## src/rtl/nasti_pkg.sv

```systemverilog
// Shared NASTI constants and helpers.
//   BURST_INCR            : AxBURST encoding for incrementing bursts
//   RESP_*                : xRESP encodings
//   size_of_bytes(n)      : AxSIZE encoding for an n-byte beat (n a power of two)
package nasti_pkg;

  localparam logic [1:0] BURST_INCR  = 2'b01;

  localparam logic [1:0] RESP_OKAY   = 2'b00;
  localparam logic [1:0] RESP_EXOKAY = 2'b01;
  localparam logic [1:0] RESP_SLVERR = 2'b10;
  localparam logic [1:0] RESP_DECERR = 2'b11;

  function automatic logic [2:0] size_of_bytes(input int unsigned n);
    logic [2:0] s;
    s = '0;
    for (int unsigned i = 0; i < 8; i++) begin
      if ((32'd1 << i) == n) s = 3'(i);
    end
    return s;
  endfunction

endpackage

```

## src/rtl/nasti_lite_fifo.sv

```systemverilog
// In-order tracker FIFO for lite_nasti_reader.
//   clk, rst : clock, synchronous active-high reset (clears pointers/count)
//   push/din : write an entry (ignored when full)
//   pop      : discard the head entry (ignored when empty)
//   dout     : head entry
//   full     : DEPTH entries held
//   empty    : no entries held
module nasti_lite_fifo #(
  parameter int unsigned DEPTH = 2,
  parameter int unsigned WIDTH = 8
) (
  input  logic             clk,
  input  logic             rst,
  input  logic             push,
  input  logic             pop,
  input  logic [WIDTH-1:0] din,
  output logic [WIDTH-1:0] dout,
  output logic             full,
  output logic             empty
);

  localparam int unsigned PTR_W = (DEPTH > 1) ? $clog2(DEPTH) : 1;
  localparam int unsigned CNT_W = $clog2(DEPTH + 1);

  logic [WIDTH-1:0] mem [DEPTH];
  logic [PTR_W-1:0] wr_ptr;
  logic [PTR_W-1:0] rd_ptr;
  logic [CNT_W-1:0] count;
  logic             do_push;
  logic             do_pop;

  // Pointers wrap at DEPTH, which need not be a power of two.
  function automatic logic [PTR_W-1:0] next_ptr(input logic [PTR_W-1:0] p);
    return (p == PTR_W'(DEPTH - 1)) ? '0 : p + 1'b1;
  endfunction

  assign full    = (count == CNT_W'(DEPTH));
  assign empty   = (count == '0);
  assign do_push = push && !full;
  assign do_pop  = pop && !empty;
  assign dout    = mem[rd_ptr];

  always_ff @(posedge clk) begin
    if (rst) begin
      wr_ptr <= '0;
      rd_ptr <= '0;
      count  <= '0;
    end else begin
      if (do_push) wr_ptr <= next_ptr(wr_ptr);
      if (do_pop)  rd_ptr <= next_ptr(rd_ptr);
      if (do_push && !do_pop)      count <= count + 1'b1;
      else if (do_pop && !do_push) count <= count - 1'b1;
    end
  end

  always_ff @(posedge clk) begin
    if (do_push) mem[wr_ptr] <= din;
  end

endmodule

```

## src/rtl/lite_nasti_reader.sv

```systemverilog
// Read-channel upsizer: NASTI-Lite master (narrow, single beat) to NASTI slave
// (wide data). Each Lite read becomes a single-beat NASTI burst issued with
// ID 0, so the slave returns beats in order; the Lite ID and lane are restored
// from an in-order tracker.
//   clk, rst      : clock, synchronous active-high reset
//   lite_ar_*     : Lite read request (in), lite_ar_ready out
//   lite_r_*      : Lite read response (out, registered), lite_r_ready in
//   nasti_ar_*    : NASTI read request (out, registered), nasti_ar_ready in
//   nasti_r_*     : NASTI read response (in), nasti_r_ready out
module lite_nasti_reader
  import nasti_pkg::*;
#(
  parameter int unsigned MAX_TRANSACTION  = 2,
  parameter int unsigned ID_WIDTH         = 1,
  parameter int unsigned ADDR_WIDTH       = 12,
  parameter int unsigned NASTI_DATA_WIDTH = 64,
  parameter int unsigned LITE_DATA_WIDTH  = 32,
  parameter int unsigned USER_WIDTH       = 1
) (
  input  logic                        clk,
  input  logic                        rst,

  input  logic [ID_WIDTH-1:0]         lite_ar_id,
  input  logic [ADDR_WIDTH-1:0]       lite_ar_addr,
  input  logic [2:0]                  lite_ar_prot,
  input  logic [3:0]                  lite_ar_qos,
  input  logic [3:0]                  lite_ar_region,
  input  logic [USER_WIDTH-1:0]       lite_ar_user,
  input  logic                        lite_ar_valid,
  output logic                        lite_ar_ready,

  output logic [ID_WIDTH-1:0]         lite_r_id,
  output logic [LITE_DATA_WIDTH-1:0]  lite_r_data,
  output logic [1:0]                  lite_r_resp,
  output logic [USER_WIDTH-1:0]       lite_r_user,
  output logic                        lite_r_valid,
  input  logic                        lite_r_ready,

  output logic [ID_WIDTH-1:0]         nasti_ar_id,
  output logic [ADDR_WIDTH-1:0]       nasti_ar_addr,
  output logic [7:0]                  nasti_ar_len,
  output logic [2:0]                  nasti_ar_size,
  output logic [1:0]                  nasti_ar_burst,
  output logic                        nasti_ar_lock,
  output logic [3:0]                  nasti_ar_cache,
  output logic [2:0]                  nasti_ar_prot,
  output logic [3:0]                  nasti_ar_qos,
  output logic [3:0]                  nasti_ar_region,
  output logic [USER_WIDTH-1:0]       nasti_ar_user,
  output logic                        nasti_ar_valid,
  input  logic                        nasti_ar_ready,

  input  logic [ID_WIDTH-1:0]         nasti_r_id,
  input  logic [NASTI_DATA_WIDTH-1:0] nasti_r_data,
  input  logic [1:0]                  nasti_r_resp,
  input  logic                        nasti_r_last,
  input  logic [USER_WIDTH-1:0]       nasti_r_user,
  input  logic                        nasti_r_valid,
  output logic                        nasti_r_ready
);

  localparam int unsigned LANES   = NASTI_DATA_WIDTH / LITE_DATA_WIDTH;
  localparam int unsigned LANE_W  = $clog2(LANES);
  // Tracker always carries at least one lane bit; it is tied to 0 when
  // the two widths match.
  localparam int unsigned LANE_SW = (LANE_W > 0) ? LANE_W : 1;
  localparam int unsigned TRACK_W = ID_WIDTH + LANE_SW;
  localparam int unsigned LANE_LO = $clog2(LITE_DATA_WIDTH / 8);
  localparam logic [2:0]  AR_SIZE = size_of_bytes(LITE_DATA_WIDTH / 8);

  logic               ar_fire;
  logic               r_fire;
  logic               trk_full;
  logic               trk_empty;
  logic [LANE_SW-1:0] ar_lane;
  logic [TRACK_W-1:0] trk_din;
  logic [TRACK_W-1:0] trk_dout;
  logic [ID_WIDTH-1:0] head_id;
  logic [LANE_SW-1:0] head_lane;

  // The R ID is meaningless: everything goes out as ID 0 and comes back in order.
  logic unused_r_id;
  assign unused_r_id = ^nasti_r_id;

  generate
    if (LANE_W > 0) begin : g_lane
      assign ar_lane = lite_ar_addr[LANE_LO + LANE_W - 1 : LANE_LO];
    end else begin : g_no_lane
      assign ar_lane = '0;
    end
  endgenerate

  // Tracker occupancy is the outstanding-transaction count: full means
  // count==MAX_TRANSACTION, empty means count==0. A same-cycle pop does not
  // free a slot for the request in that cycle.
  assign lite_ar_ready = !rst && !trk_full && (!nasti_ar_valid || nasti_ar_ready);
  assign nasti_r_ready = !rst && !trk_empty && (!lite_r_valid || lite_r_ready);
  assign ar_fire       = lite_ar_valid && lite_ar_ready;
  assign r_fire        = nasti_r_valid && nasti_r_ready;

  assign trk_din                = {lite_ar_id, ar_lane};
  assign {head_id, head_lane}   = trk_dout;

  nasti_lite_fifo #(
    .DEPTH (MAX_TRANSACTION),
    .WIDTH (TRACK_W)
  ) u_tracker (
    .clk   (clk),
    .rst   (rst),
    .push  (ar_fire),
    .pop   (r_fire),
    .din   (trk_din),
    .dout  (trk_dout),
    .full  (trk_full),
    .empty (trk_empty)
  );

  always_ff @(posedge clk) begin
    if (rst) begin
      nasti_ar_valid  <= 1'b0;
      nasti_ar_id     <= '0;
      nasti_ar_addr   <= '0;
      nasti_ar_len    <= '0;
      nasti_ar_size   <= '0;
      nasti_ar_burst  <= '0;
      nasti_ar_lock   <= 1'b0;
      nasti_ar_cache  <= '0;
      nasti_ar_prot   <= '0;
      nasti_ar_qos    <= '0;
      nasti_ar_region <= '0;
      nasti_ar_user   <= '0;
    end else if (ar_fire) begin
      nasti_ar_valid  <= 1'b1;
      nasti_ar_id     <= '0;
      nasti_ar_addr   <= lite_ar_addr;
      nasti_ar_len    <= '0;
      nasti_ar_size   <= AR_SIZE;
      nasti_ar_burst  <= BURST_INCR;
      nasti_ar_lock   <= 1'b0;
      nasti_ar_cache  <= '0;
      nasti_ar_prot   <= lite_ar_prot;
      nasti_ar_qos    <= lite_ar_qos;
      nasti_ar_region <= lite_ar_region;
      nasti_ar_user   <= lite_ar_user;
    end else if (nasti_ar_ready) begin
      nasti_ar_valid  <= 1'b0;
    end
  end

  always_ff @(posedge clk) begin
    if (rst) begin
      lite_r_valid <= 1'b0;
      lite_r_id    <= '0;
      lite_r_data  <= '0;
      lite_r_resp  <= '0;
      lite_r_user  <= '0;
    end else if (r_fire) begin
      lite_r_valid <= 1'b1;
      lite_r_id    <= head_id;
      lite_r_data  <= nasti_r_data[int'(head_lane) * LITE_DATA_WIDTH +: LITE_DATA_WIDTH];
      // A beat without last is a malformed burst; it still closes the read.
      lite_r_resp  <= nasti_r_last ? nasti_r_resp : RESP_SLVERR;
      lite_r_user  <= nasti_r_user;
    end else if (lite_r_ready) begin
      lite_r_valid <= 1'b0;
    end
  end

endmodule

```

## config.mk

```make
export PLATFORM = sky130hd
export DESIGN_NAME = lite_nasti_reader
export DESIGN_NICKNAME = d
export VERILOG_FILES = /design/src/rtl/nasti_pkg.sv /design/src/rtl/nasti_lite_fifo.sv /design/src/rtl/lite_nasti_reader.sv
export SDC_FILE = /design/constraint.sdc
export NUM_CORES = 1
export LEC_CHECK = 0
export ABC_AREA = 1
export BUFFER_PORTS_ARGS = -buffer_cell sky130_fd_sc_hd__buf_2
export CORE_UTILIZATION = 46
export CTS_CLUSTER_SIZE = 20
export DETAILED_ROUTE_END_ITERATION = 12
export PLACE_DENSITY = 0.77
export SETUP_SLACK_MARGIN = 0.3
export SLEW_MARGIN = 20
export SYNTH_ARGS = -nofsm -noshare
export SYNTH_HDL_FRONTEND = slang
export SYNTH_SLANG_ARGS = --single-unit
```

## constraint.sdc

```tcl
create_clock -name clk -period 2.05 [get_ports clk]
set_input_delay 0.41 -clock clk [delete_from_list [all_inputs] [get_ports clk]]
set_output_delay 0.41 -clock clk [all_outputs]
set_load 0.03 [all_outputs]
```

==> results.yml <==
grt:
  grt_pass1_wl_um: 14400
  grt_pass1_vias: 3433
  track_usage: 0.213
  grt_max_degree: 41
  antenna_found_initial: 0
  overflow: 0
clock_network:
  cts_made_buffers: 9
  htree_levels: 3
  clkLatencyLatePin_ps: 330
  cts_hold_buf: 0
  cts-root-buf: "clkbuf_8"
  cts_setup_buffers: 0
  cts_tree: "built"
  clk_pin_slew_ps: 70
  cts.sinks: 72
  clockBufferDepth: 2
  cts_resized: 0
layout:
  regArea_um2: 1480
  final_cell_count_no_fill: 838
  drive_gt1_frac: 0.268
  fill_cells: 721
  layout.nets: 835
  syn2layout_area_growth_pct: 29.1
  n_antenna_cell: 0
  multi_input_area_um2: 1630
  design_area_um2: 4660
routing:
  viasPerCell: 4.39
  drt_iter0_markers: 87
  wl_um: 8500
  vias: 3680
  wire_per_inst_um: 10.1
  drc: 0
  first_pass_iters: 4
  antenna_left: 0
synth:
  synth-seq-cells: 72
  yosysMostFrequentCell: "nand2_1"
  async_reset_ff_frac: 0
  yosys-top-cells-area: "dfxtp_1 (38%), nand2_1 (22%), nor2_1 (14%)"
  synth.avg_cell_area_um2: 6.24
  synth_top_family_by_area: "simple AND/OR/NAND/NOR gates"
  synth_common_cells: "nand2_1 (214), nor2_1 (133), inv_1 (73), dfxtp_1 (68), nand4_1 (28)"
  netlist_area_um2: 3610
  synth_top_area_share: 0.377
  synth_ff_type: "dfxtp_1"
  yosysTopAreaCell: "dfxtp_1"
  synth_edf_count: 4
  yosys.area_share.simple: 0.421
  postSynthCellCount: 579
  synth_mux_area_frac: 0
  ys_types: 21
  synth_seq_area_share: 0.410
  yosys_warnings: 0
  synth_compound_area_frac: 0.00520
  synth-xor-area-share: 0.00243
  synthAdderAreaFrac: 0.00347
placement:
  dpl.cell_count: 822
  place_congestion: 0.761
  dp_hpwl_um: 6210
  io_buffer_count: 164
  dpl_cell_area_um2: 4440
setup_path:
  cp-start-kind: "register"
  path_class: "reg -> out"
  critPathMaxFanout: 4
  required_ps: 1640
  cp.arrival_ps: 1230
  worst_setup_path_end_kind: "primary output"
job:
  maxCapViolCount: 0
timing:
  clock_skew_ps: 8.19
  finalHoldViolCount: 0
  finalSetupViolCount: 0
  totalNegativeSetupSlack_ps: 0
  clock.fmax_mhz: 609
  slew_violations: 0
  grt_setup_unrepaired: "no"
  fin_crit_sh: 0.801
  period_needed_ps: 1640
  fin_hold_ws_ps: 285
worst_hold_path:
  holdCritPathClass: "in -> reg"
power:
  power.static_leakage_nw: 2.83
  ir_worst_vdd_mv: 0.495
  power.total_mw: 4.03
  power_density_nw_per_um2: 864
outcome:
  status: "complete, no violations"
die:
  placementRows: 31
  core_um2: 7410
  die_area_um2: 8210
  die_h_um: 90.6
  io_pins: 183
  start_util: 0.487
  fp.dieW_um: 90.6
power breakdown:
group / switching, mW / internal, mW
logic: 0.791 / 0.381
registers: 0.0752 / 1.55
clock network: 0.508 / 0.720
total: 1.37 / 2.65
sequential cells by signal, indices dropped and copies added (netlist names), 2 cells and up, named ones only:
signal           count
nasti_ar_addr       12
nasti_ar_region      4
nasti_ar_prot        3
u_tracker.mem        4
nasti_ar_qos         4
u_tracker.count      2
lite_r_resp          2
lite_r_data         32
final timing paths:
check / from / end / slack, ps / depth (start not counted)
min reg2reg: nasti_ar_addr[1]$_SDFFE_PP0P_ / nasti_ar_addr[1]$_SDFFE_PP0P_ / 480 / 2
max reg2reg: register / lite_r_data[14]$_SDFFE_PP0P_ / 580 / 8
min: lite_ar_id / u_tracker.mem[1][1]$_DFFE_PP_ / 280 / 1
max: u_tracker.count[0]$_SDFFE_PP0P_ / lite_ar_ready / 410 / 5
cell families after synthesis:
group                      Yosys count
DFF                                 72
adders and majority gates            1
AOI/OAI and AO/OA                    3
xor gates and xnor gates             1
other                                1
and+or+nand+nor                    379
buffers and inverters              122
area by class of cell:
class,instances,share of cell area
Tap cell,99,0.0266
Timing Repair Buffer,175,0.199
Multi-Input combinational cell,401,0.349
Inverter,75,0.0606
Clock buffer,11,0.0303
Sequential cell,72,0.318
Clock inverter,5,0.0169
routing by layer:
| layer | up-vias | share of wire | global-route usage |
|---|---|---|---|
| met5 | - | 0 | 0 |
| met4 | 0 | 0.015 | 0.0941 |
| met3 | 12 | 0.079 | 0.0581 |
| met2 | 128 | 0.47 | 0.381 |
| met1 | 1559 | 0.43 | 0.234 |
| li1 | 1981 | - | - |
worst max-delay path, stage by stage, from the launching register on:
cell	delay (ps)
dfxtp_1	390
inv_2	70
nand2_1	70
nand3_2	90
inv_1	80
buf_2	200
metrics by stage:
stage,util,setup slack [ps]
2_1_floorplan,-,314
3_3_place_gp,0.600,438
3_5_place_dp,0.600,425
4_1_cts,0.629,375
5_1_grt,0.629,324
6_report,0.629,408
cell usage in the layout, fill, tap and decap left out, drive strengths merged:
cell    Yosys  layout
a21oi       3       3
buf        39     175
bufinv      0       2
clkbuf      8      11
clkinv      1       3
conb        1      17
dfxtp      68      68
edfxtp      4       4
ha          1       1
inv        74      75
nand2     214     214
nand3       2       2
nand4      28      28
nor2      135     135
xor2        1       1
Note: power is estimated with default switching activity, not from simulation.
